<file path="config.mk">
export PLATFORM = sky130hd
export DESIGN_NAME = umem_arbiter_flat
export DESIGN_NICKNAME = d
export VERILOG_FILES = /design/src/rtl/umem_pkg.sv /design/src/rtl/umem_arbiter_if.sv /design/src/rtl/umem_arbiter.sv /design/src/flat_wrapper.sv
export SDC_FILE = /design/constraint.sdc
export NUM_CORES = 1
export LEC_CHECK = 0
export CORE_ASPECT_RATIO = 2
export CORE_UTILIZATION = 45
export CTS_CLUSTER_DIAMETER = 100
export DETAILED_ROUTE_END_ITERATION = 10
export PLACE_DENSITY = 0.8
export SLEW_MARGIN = 20
export SYNTH_ARGS = -nofsm -noshare
export SYNTH_HDL_FRONTEND = slang
export SYNTH_SLANG_ARGS = --single-unit
</file>
<file path="constraint.sdc">
create_clock -name clk -period 2.7 [get_ports clk]
set_input_delay 0.81 -clock clk [delete_from_list [all_inputs] [get_ports clk]]
set_output_delay 0.81 -clock clk [all_outputs]
set_load 0.03 [all_outputs]
</file>
<file path="src/rtl/umem_pkg.sv">
// Shared definitions for the unified-memory arbiter: widths, FSM states, defaults.
package umem_pkg;

    localparam int AW = 8;   // memory byte address width
    localparam int DW = 8;   // memory data width
    localparam int IW = 16;  // instruction width (two bytes)

    localparam int STARVE_LIMIT_DEF = 3;

    typedef enum logic [1:0] {
        IDLE   = 2'd0,
        D_ACK  = 2'd1,
        IF_HI  = 2'd2,
        IF_ACK = 2'd3
    } state_e;

endpackage

</file>
<file path="src/rtl/umem_arbiter_if.sv">
// Bundles the fetch port, data port and memory port of the unified-memory arbiter.
// master = CPU core plus memory (drives requests and read data),
// slave  = the arbiter itself.
interface umem_arbiter_if;

    logic                      if_req;
    logic [umem_pkg::AW-1:0]   if_adr;
    logic [umem_pkg::IW-1:0]   if_instr;
    logic                      if_valid;

    logic                      d_req;
    logic                      d_we;
    logic [umem_pkg::AW-1:0]   d_adr;
    logic [umem_pkg::DW-1:0]   d_wdata;
    logic [umem_pkg::DW-1:0]   d_rdata;
    logic                      d_valid;

    logic                      mem_en;
    logic                      mem_we;
    logic [umem_pkg::AW-1:0]   mem_adr;
    logic [umem_pkg::DW-1:0]   mem_wdata;
    logic [umem_pkg::DW-1:0]   mem_rdata;

    logic                      stall;

    modport master (
        output if_req, if_adr, d_req, d_we, d_adr, d_wdata, mem_rdata,
        input  if_instr, if_valid, d_rdata, d_valid,
               mem_en, mem_we, mem_adr, mem_wdata, stall
    );

    modport slave (
        input  if_req, if_adr, d_req, d_we, d_adr, d_wdata, mem_rdata,
        output if_instr, if_valid, d_rdata, d_valid,
               mem_en, mem_we, mem_adr, mem_wdata, stall
    );

endinterface

</file>
<file path="src/rtl/umem_arbiter.sv">
// Shares one byte-wide single-port synchronous memory between a 16-bit
// instruction-fetch port and an 8-bit data port. Data wins ties unless the
// fetch has already waited STARVE_LIMIT data grants. A fetch is two reads
// (low byte, then high byte at adr+1 mod 256) and cannot be interrupted.
module umem_arbiter
    import umem_pkg::*;
#(
    parameter int STARVE_LIMIT = STARVE_LIMIT_DEF
) (
    input  logic           clk,
    input  logic           reset,
    umem_arbiter_if.slave  bus
);

    localparam int CW = (STARVE_LIMIT < 2) ? 1 : $clog2(STARVE_LIMIT + 1);
    localparam logic [CW-1:0] LIMIT = CW'(STARVE_LIMIT);

    state_e          state_q, state_d;
    logic [CW-1:0]   starve_q, starve_d;
    logic [AW-1:0]   adr_q, adr_d;
    logic            is_load_q, is_load_d;
    logic [DW-1:0]   lo_q, lo_d;
    logic [IW-1:0]   instr_q, instr_d;
    logic [DW-1:0]   rdata_q, rdata_d;

    logic            grant_data, grant_fetch;
    logic            men, mwe, ifv, dv;
    logic [AW-1:0]   madr;
    logic [DW-1:0]   mwd, drd;
    logic [IW-1:0]   ifi;

    // Arbitration, memory sequencing and next-state selection.
    always_comb begin
        state_d     = state_q;
        starve_d    = starve_q;
        adr_d       = adr_q;
        is_load_d   = is_load_q;
        lo_d        = lo_q;
        instr_d     = instr_q;
        rdata_d     = rdata_q;
        grant_data  = 1'b0;
        grant_fetch = 1'b0;
        men         = 1'b0;
        mwe         = 1'b0;
        madr        = '0;
        mwd         = '0;
        ifv         = 1'b0;
        dv          = 1'b0;
        ifi         = instr_q;
        drd         = rdata_q;

        case (state_q)
            IDLE: begin
                grant_fetch = bus.if_req & (~bus.d_req | (starve_q == LIMIT));
                grant_data  = bus.d_req & ~grant_fetch;
                if (grant_data) begin
                    men       = 1'b1;
                    mwe       = bus.d_we;
                    madr      = bus.d_adr;
                    mwd       = bus.d_wdata;
                    is_load_d = ~bus.d_we;
                    state_d   = D_ACK;
                    // Only grants that make a pending fetch wait count toward starvation.
                    if (bus.if_req && (starve_q != LIMIT)) begin
                        starve_d = starve_q + CW'(1);
                    end
                end else if (grant_fetch) begin
                    men      = 1'b1;
                    madr     = bus.if_adr;
                    adr_d    = bus.if_adr;
                    starve_d = '0;
                    state_d  = IF_HI;
                end
            end
            D_ACK: begin
                dv = 1'b1;
                if (is_load_q) begin
                    drd     = bus.mem_rdata;
                    rdata_d = bus.mem_rdata;
                end
                state_d = IDLE;
            end
            IF_HI: begin
                lo_d    = bus.mem_rdata;
                men     = 1'b1;
                madr    = adr_q + AW'(1);  // wraps 0xFF -> 0x00
                state_d = IF_ACK;
            end
            IF_ACK: begin
                ifv     = 1'b1;
                ifi     = {bus.mem_rdata, lo_q};
                instr_d = {bus.mem_rdata, lo_q};
                state_d = IDLE;
            end
            default: state_d = IDLE;
        endcase
    end

    // State, starvation counter, latched address and hold registers.
    always_ff @(posedge clk or negedge reset) begin
        if (!reset) begin
            state_q   <= IDLE;
            starve_q  <= '0;
            adr_q     <= '0;
            is_load_q <= 1'b0;
            lo_q      <= '0;
            instr_q   <= '0;
            rdata_q   <= '0;
        end else begin
            state_q   <= state_d;
            starve_q  <= starve_d;
            adr_q     <= adr_d;
            is_load_q <= is_load_d;
            lo_q      <= lo_d;
            instr_q   <= instr_d;
            rdata_q   <= rdata_d;
        end
    end

    // Combinational outputs are forced to zero while reset is held, since
    // IDLE would otherwise issue an access for any request already present.
    assign bus.mem_en    = reset & men;
    assign bus.mem_we    = reset & mwe;
    assign bus.mem_adr   = reset ? madr : '0;
    assign bus.mem_wdata = reset ? mwd  : '0;
    assign bus.if_valid  = reset & ifv;
    assign bus.d_valid   = reset & dv;
    assign bus.if_instr  = reset ? ifi  : '0;
    assign bus.d_rdata   = reset ? drd  : '0;
    assign bus.stall     = reset & ((bus.if_req & ~ifv) | (bus.d_req & ~dv));

endmodule

</file>
<file path="src/flat_wrapper.sv">
// flat-port wrapper written by rule: the top's interface ports become plain ports
module umem_arbiter_flat import umem_pkg::*;
#(
    parameter int STARVE_LIMIT = STARVE_LIMIT_DEF
)
  (clk, reset, bus_if_req, bus_if_adr, bus_d_req, bus_d_we, bus_d_adr, bus_d_wdata, bus_mem_rdata, bus_if_instr, bus_if_valid, bus_d_rdata, bus_d_valid, bus_mem_en, bus_mem_we, bus_mem_adr, bus_mem_wdata, bus_stall);
  umem_arbiter_if bus_i ();
  input  logic clk;
  input  logic reset;
  input wire logic [$bits(bus_i.if_req)-1:0] bus_if_req;
  input wire logic [$bits(bus_i.if_adr)-1:0] bus_if_adr;
  input wire logic [$bits(bus_i.d_req)-1:0] bus_d_req;
  input wire logic [$bits(bus_i.d_we)-1:0] bus_d_we;
  input wire logic [$bits(bus_i.d_adr)-1:0] bus_d_adr;
  input wire logic [$bits(bus_i.d_wdata)-1:0] bus_d_wdata;
  input wire logic [$bits(bus_i.mem_rdata)-1:0] bus_mem_rdata;
  output wire logic [$bits(bus_i.if_instr)-1:0] bus_if_instr;
  output wire logic [$bits(bus_i.if_valid)-1:0] bus_if_valid;
  output wire logic [$bits(bus_i.d_rdata)-1:0] bus_d_rdata;
  output wire logic [$bits(bus_i.d_valid)-1:0] bus_d_valid;
  output wire logic [$bits(bus_i.mem_en)-1:0] bus_mem_en;
  output wire logic [$bits(bus_i.mem_we)-1:0] bus_mem_we;
  output wire logic [$bits(bus_i.mem_adr)-1:0] bus_mem_adr;
  output wire logic [$bits(bus_i.mem_wdata)-1:0] bus_mem_wdata;
  output wire logic [$bits(bus_i.stall)-1:0] bus_stall;
  assign bus_i.if_req = bus_if_req;
  assign bus_i.if_adr = bus_if_adr;
  assign bus_i.d_req = bus_d_req;
  assign bus_i.d_we = bus_d_we;
  assign bus_i.d_adr = bus_d_adr;
  assign bus_i.d_wdata = bus_d_wdata;
  assign bus_i.mem_rdata = bus_mem_rdata;
  assign bus_if_instr = bus_i.if_instr;
  assign bus_if_valid = bus_i.if_valid;
  assign bus_d_rdata = bus_i.d_rdata;
  assign bus_d_valid = bus_i.d_valid;
  assign bus_mem_en = bus_i.mem_en;
  assign bus_mem_we = bus_i.mem_we;
  assign bus_mem_adr = bus_i.mem_adr;
  assign bus_mem_wdata = bus_i.mem_wdata;
  assign bus_stall = bus_i.stall;
  umem_arbiter #(.STARVE_LIMIT(STARVE_LIMIT)) u_core (.clk(clk), .reset(reset), .bus(bus_i));
endmodule
</file>
==> flow_metrics.py <==
metrics = {
    "status": {
        "outcome": "finished with violations",
        "violations": "negative setup slack",
    },
    "placed_design": {
        "io_buffers": 81,
        "dpl_cell_area_um2": 3258,
        "hpwl_um": 4230,
        "routabilityCongestion": 0.8167,
    },
    "setup_path": {
        "crit_family": "buffers and inverters",
        "path_class": "in -> out",
        "crit_path_start": "bus_if_req",
        "r2r_start": "u_core.starve_q[0]",
        "critPathArrivalTime_ns": 2.03,
        "r2r_setup_slack_ns": 0.96,
        "crit_buf_inv": 5,
        "r2r_end": "u_core.adr_q[1]",
        "critPathCaptureType": "output port",
        "critPathLaunchType": "input pin",
        "crit_fanout": 7,
        "crit_end": "bus_mem_adr[0]",
        "critical_path_cell_count": 9,
        "cp_cell_sequence": "buf_8, buf_6, a21boi_2, nor3b_4, buf_6, buf_16, nand3_2, o211ai_1, buf_4",
        "cpMostUsedCell": "buf_6",
        "reg2regPathDepth": 6,
        "cp.required_ns": 1.89,
        "crit_path_max_incr_delay_ns": 0.28,
        "crit_path_top_delay_cell": "nor3b_4",
    },
    "timing": {
        "setup_violations": 17,
        "worstMarginPinSlew_ns": 0.5237,
        "report.final.hold_viol_count": 0,
        "finalCritPeriodShare": 1.052,
        "fin_ws_ns": -0.1395,
        "setup-tns-final_ns": -1.719,
        "fmax_ghz": 0.3522,
        "rsz0062_at_grt": "true",
        "slew_violations": 0,
        "finalClockSkew_ns": 0.006608,
        "fin_crit_ns": 2.840,
        "slew-limit-headroom": 0.6509,
    },
    "global_routing": {
        "antenna_found_initial": 0,
        "grt_max_degree": 47,
        "grt_pass1_wl_um": 9853,
        "grt-ovfl-total": 0,
        "first_global_vias": 2154,
        "grtUsageTotal": 0.2374,
    },
    "final_layout": {
        "antenna_cells": 0,
        "final_area_um2": 3620,
        "fin_nets": 361,
        "drive_gt1_frac": 0.4317,
        "n_fill_cell": 387,
        "syn_to_final_growth_pct": 54.46,
    },
    "synth": {
        "synthesis.nets": 260,
        "synth_top_area_frac": 0.4805,
        "ys_ff_latch": 45,
        "synthTopCellsByArea": "dfrtp_1, mux2_2, and2_1",
        "synth_top_cell_by_area": "dfrtp_1",
        "async_reset_ff_frac": 1.000,
        "synth.avg_cell_area_um2": 10.60,
        "synth_common_cells": "dfrtp_1, nand2_1, mux2_2",
        "synth_cell_type_count": 42,
        "synthCells": 221,
        "ys_seq_area_frac": 0.4805,
        "yosysWarnings": 0,
        "synth_flop_cell": "dfrtp_1",
        "synth_edf_count": 0,
        "synth_most_common_cell": "dfrtp_1",
        "syn_area_um2": 2343,
    },
    "clock_network": {
        "h-tree-depth": 2,
        "clk_path_buf_depth": 2,
        "clk_pin_slew_ns": 0.08,
        "clk_latency_ns": 0.29,
        "cts_sinks": 45,
        "cts_made_buffers": 5,
        "cts_root_buf": "clkbuf_8",
        "cts_tree": "built",
    },
    "flow_run": {
        "drv_cap": 0,
    },
    "power_and_ir_drop": {
        "p_seq_frac": 0.315,
        "p_int_mw": 2.273,
        "power_density_nw_per_um2": 1043,
        "p_leak_nw": 1.742,
        "p_clk_frac": 0.131,
        "p_sw_frac": 0.3978,
        "power.net_switching_mw": 1.502,
        "p_comb_frac": 0.555,
        "p_total_mw": 3.774,
        "peakVddDrop_mv": 0.7527,
    },
    "floorplanning": {
        "die_h_um": 104.1,
        "dieArea_um2": 5518,
        "die_x_um": 53.03,
        "io_pins": 82,
        "core_area_um2": 4955,
        "rows": 36,
        "initial_core_util": 0.4730,
    },
    "drt": {
        "antenna_left": 0,
        "first_iter_violations": 12,
        "wirelength_um": 6002,
        "drcViolationCount": 0,
        "first_pass_iters": 4,
        "viasPerCell": 5.259,
        "num_vias": 1993,
        "wl_per_cell_um": 15.84,
    },
    "worst_hold_path": {
        "hold_path.class": "reg -> reg",
    },
}
cells in the final DEF (no fill, tap or decap), types with 4 or more instances in the layout:
cell type        count
nand2_1             30
and2_1              24
dfrtp_1             45
o21ai_0              6
clkdlybuf4s50_1     26
and3_2               5
buf_12               4
a22oi_2              4
buf_6               20
dlymetal6s2s_1       6
clkbuf_8             5
mux2_2              28
nor2_1               5
buf_4               46
nand3_1              6
a21oi_1              4
state kept, by name (all words and copies together), names as in the netlist:
signal,cells
u_core.lo_q,8
u_core.is_load_q,1
u_core.adr_q,8
u_core.instr_q,16
u_core.state_q,2
u_core.rdata_q,8
u_core.starve_q,2
cells by family (layout without fill, tap and decap cells):
| logic type | Yosys count | count (layout) | synth area share |
|---|---|---|---|
| fa+ha+maj | 2 | 2 | 0.01068 |
| simple gates | 100 | 100 | 0.2376 |
| compound gates | 25 | 25 | 0.07743 |
| mux | 31 | 31 | 0.1484 |
| xor+xnor | 3 | 3 | 0.01121 |
| flops | 45 | 45 | 0.4805 |
| buf+inv | 15 | 116 | 0.03417 |
worst reg2reg max path, stage by stage, from the launching register on:
cell and delay (ns):
dfrtp_1 0.39, ha_2 0.23, and2b_2 0.27, nor2_8 0.14, buf_4 0.16, buf_4 0.13
mux2_1 0.31
per-layer routing:
| metal | up-vias | global-route usage | share of wire |
|---|---|---|---|
| li1 | 953 | - | - |
| met1 | 977 | 0.2578 | 0.36 |
| met2 | 53 | 0.4349 | 0.59 |
| met3 | 10 | 0.03070 | 0.028 |
| met4 | 0 | 0.09211 | 0.020 |
| met5 | - | 0 | 0 |
layout make-up:
class | instances | area (um^2) | area share
Multi-Input combinational cell | 161 | 1264 | 0.3491
Sequential cell | 45 | 1126 | 0.3111
Timing Repair Buffer | 107 | 1047 | 0.2893
Clock buffer | 5 | 68.82 | 0.01901
Tap cell | 57 | 71.32 | 0.01970
Inverter | 2 | 7.507 | 0.002074
Clock inverter | 2 | 35.03 | 0.009679
stage by stage:
| step | util | hold WS [ns] | cells | worst slack (ns) |
|---|---|---|---|---|
| 2_1_floorplan | - | 0.4417 | 221 | -0.06041 |
| 3_3_place_gp | 0.6576 | 0.4554 | 362 | -0.6433 |
| 3_5_place_dp | 0.6576 | 0.4587 | 362 | -0.6571 |
| 4_1_cts | 0.7199 | 0.4806 | 378 | -0.1452 |
| 5_1_grt | 0.7306 | 0.5009 | 379 | -0.2039 |
| 6_report | 0.7306 | 0.4780 | 379 | -0.1395 |
repair_timing:
item,CTS,global route
cloned,1,0
pin swaps,12,6
endpoints found under the setup margin,26,28
gates resized for setup,42,13
hold buffers,0,0
setup buffers,8,1
power groups by stage:
stage	registers (mW)	logic, mW	clock network [mW]
final	1.19	2.09	0.494
after global routing	1.23	2.25	0.534
after CTS	1.19	2.08	0.502
after detailed placement	1.20	1.91	0
after global placement	1.18	1.87	0
after floorplan	1.13	1.34	0
worst min path at each step:
stage | from | endpoint | slack (ns) | depth (start not counted)
floorplan | u_core.lo_q[0] | u_core.lo_q[0] | 0.44 | 2
global placement | u_core.lo_q[7] | u_core.lo_q[7] | 0.46 | 2
detailed placement | u_core.lo_q[0] | u_core.lo_q[0] | 0.46 | 2
CTS | u_core.lo_q[0] | u_core.lo_q[0] | 0.48 | 2
global route | u_core.lo_q[2] | u_core.lo_q[2] | 0.50 | 2
finish | u_core.lo_q[0] | u_core.lo_q[0] | 0.48 | 2
Power figures use the tool's default switching activity.
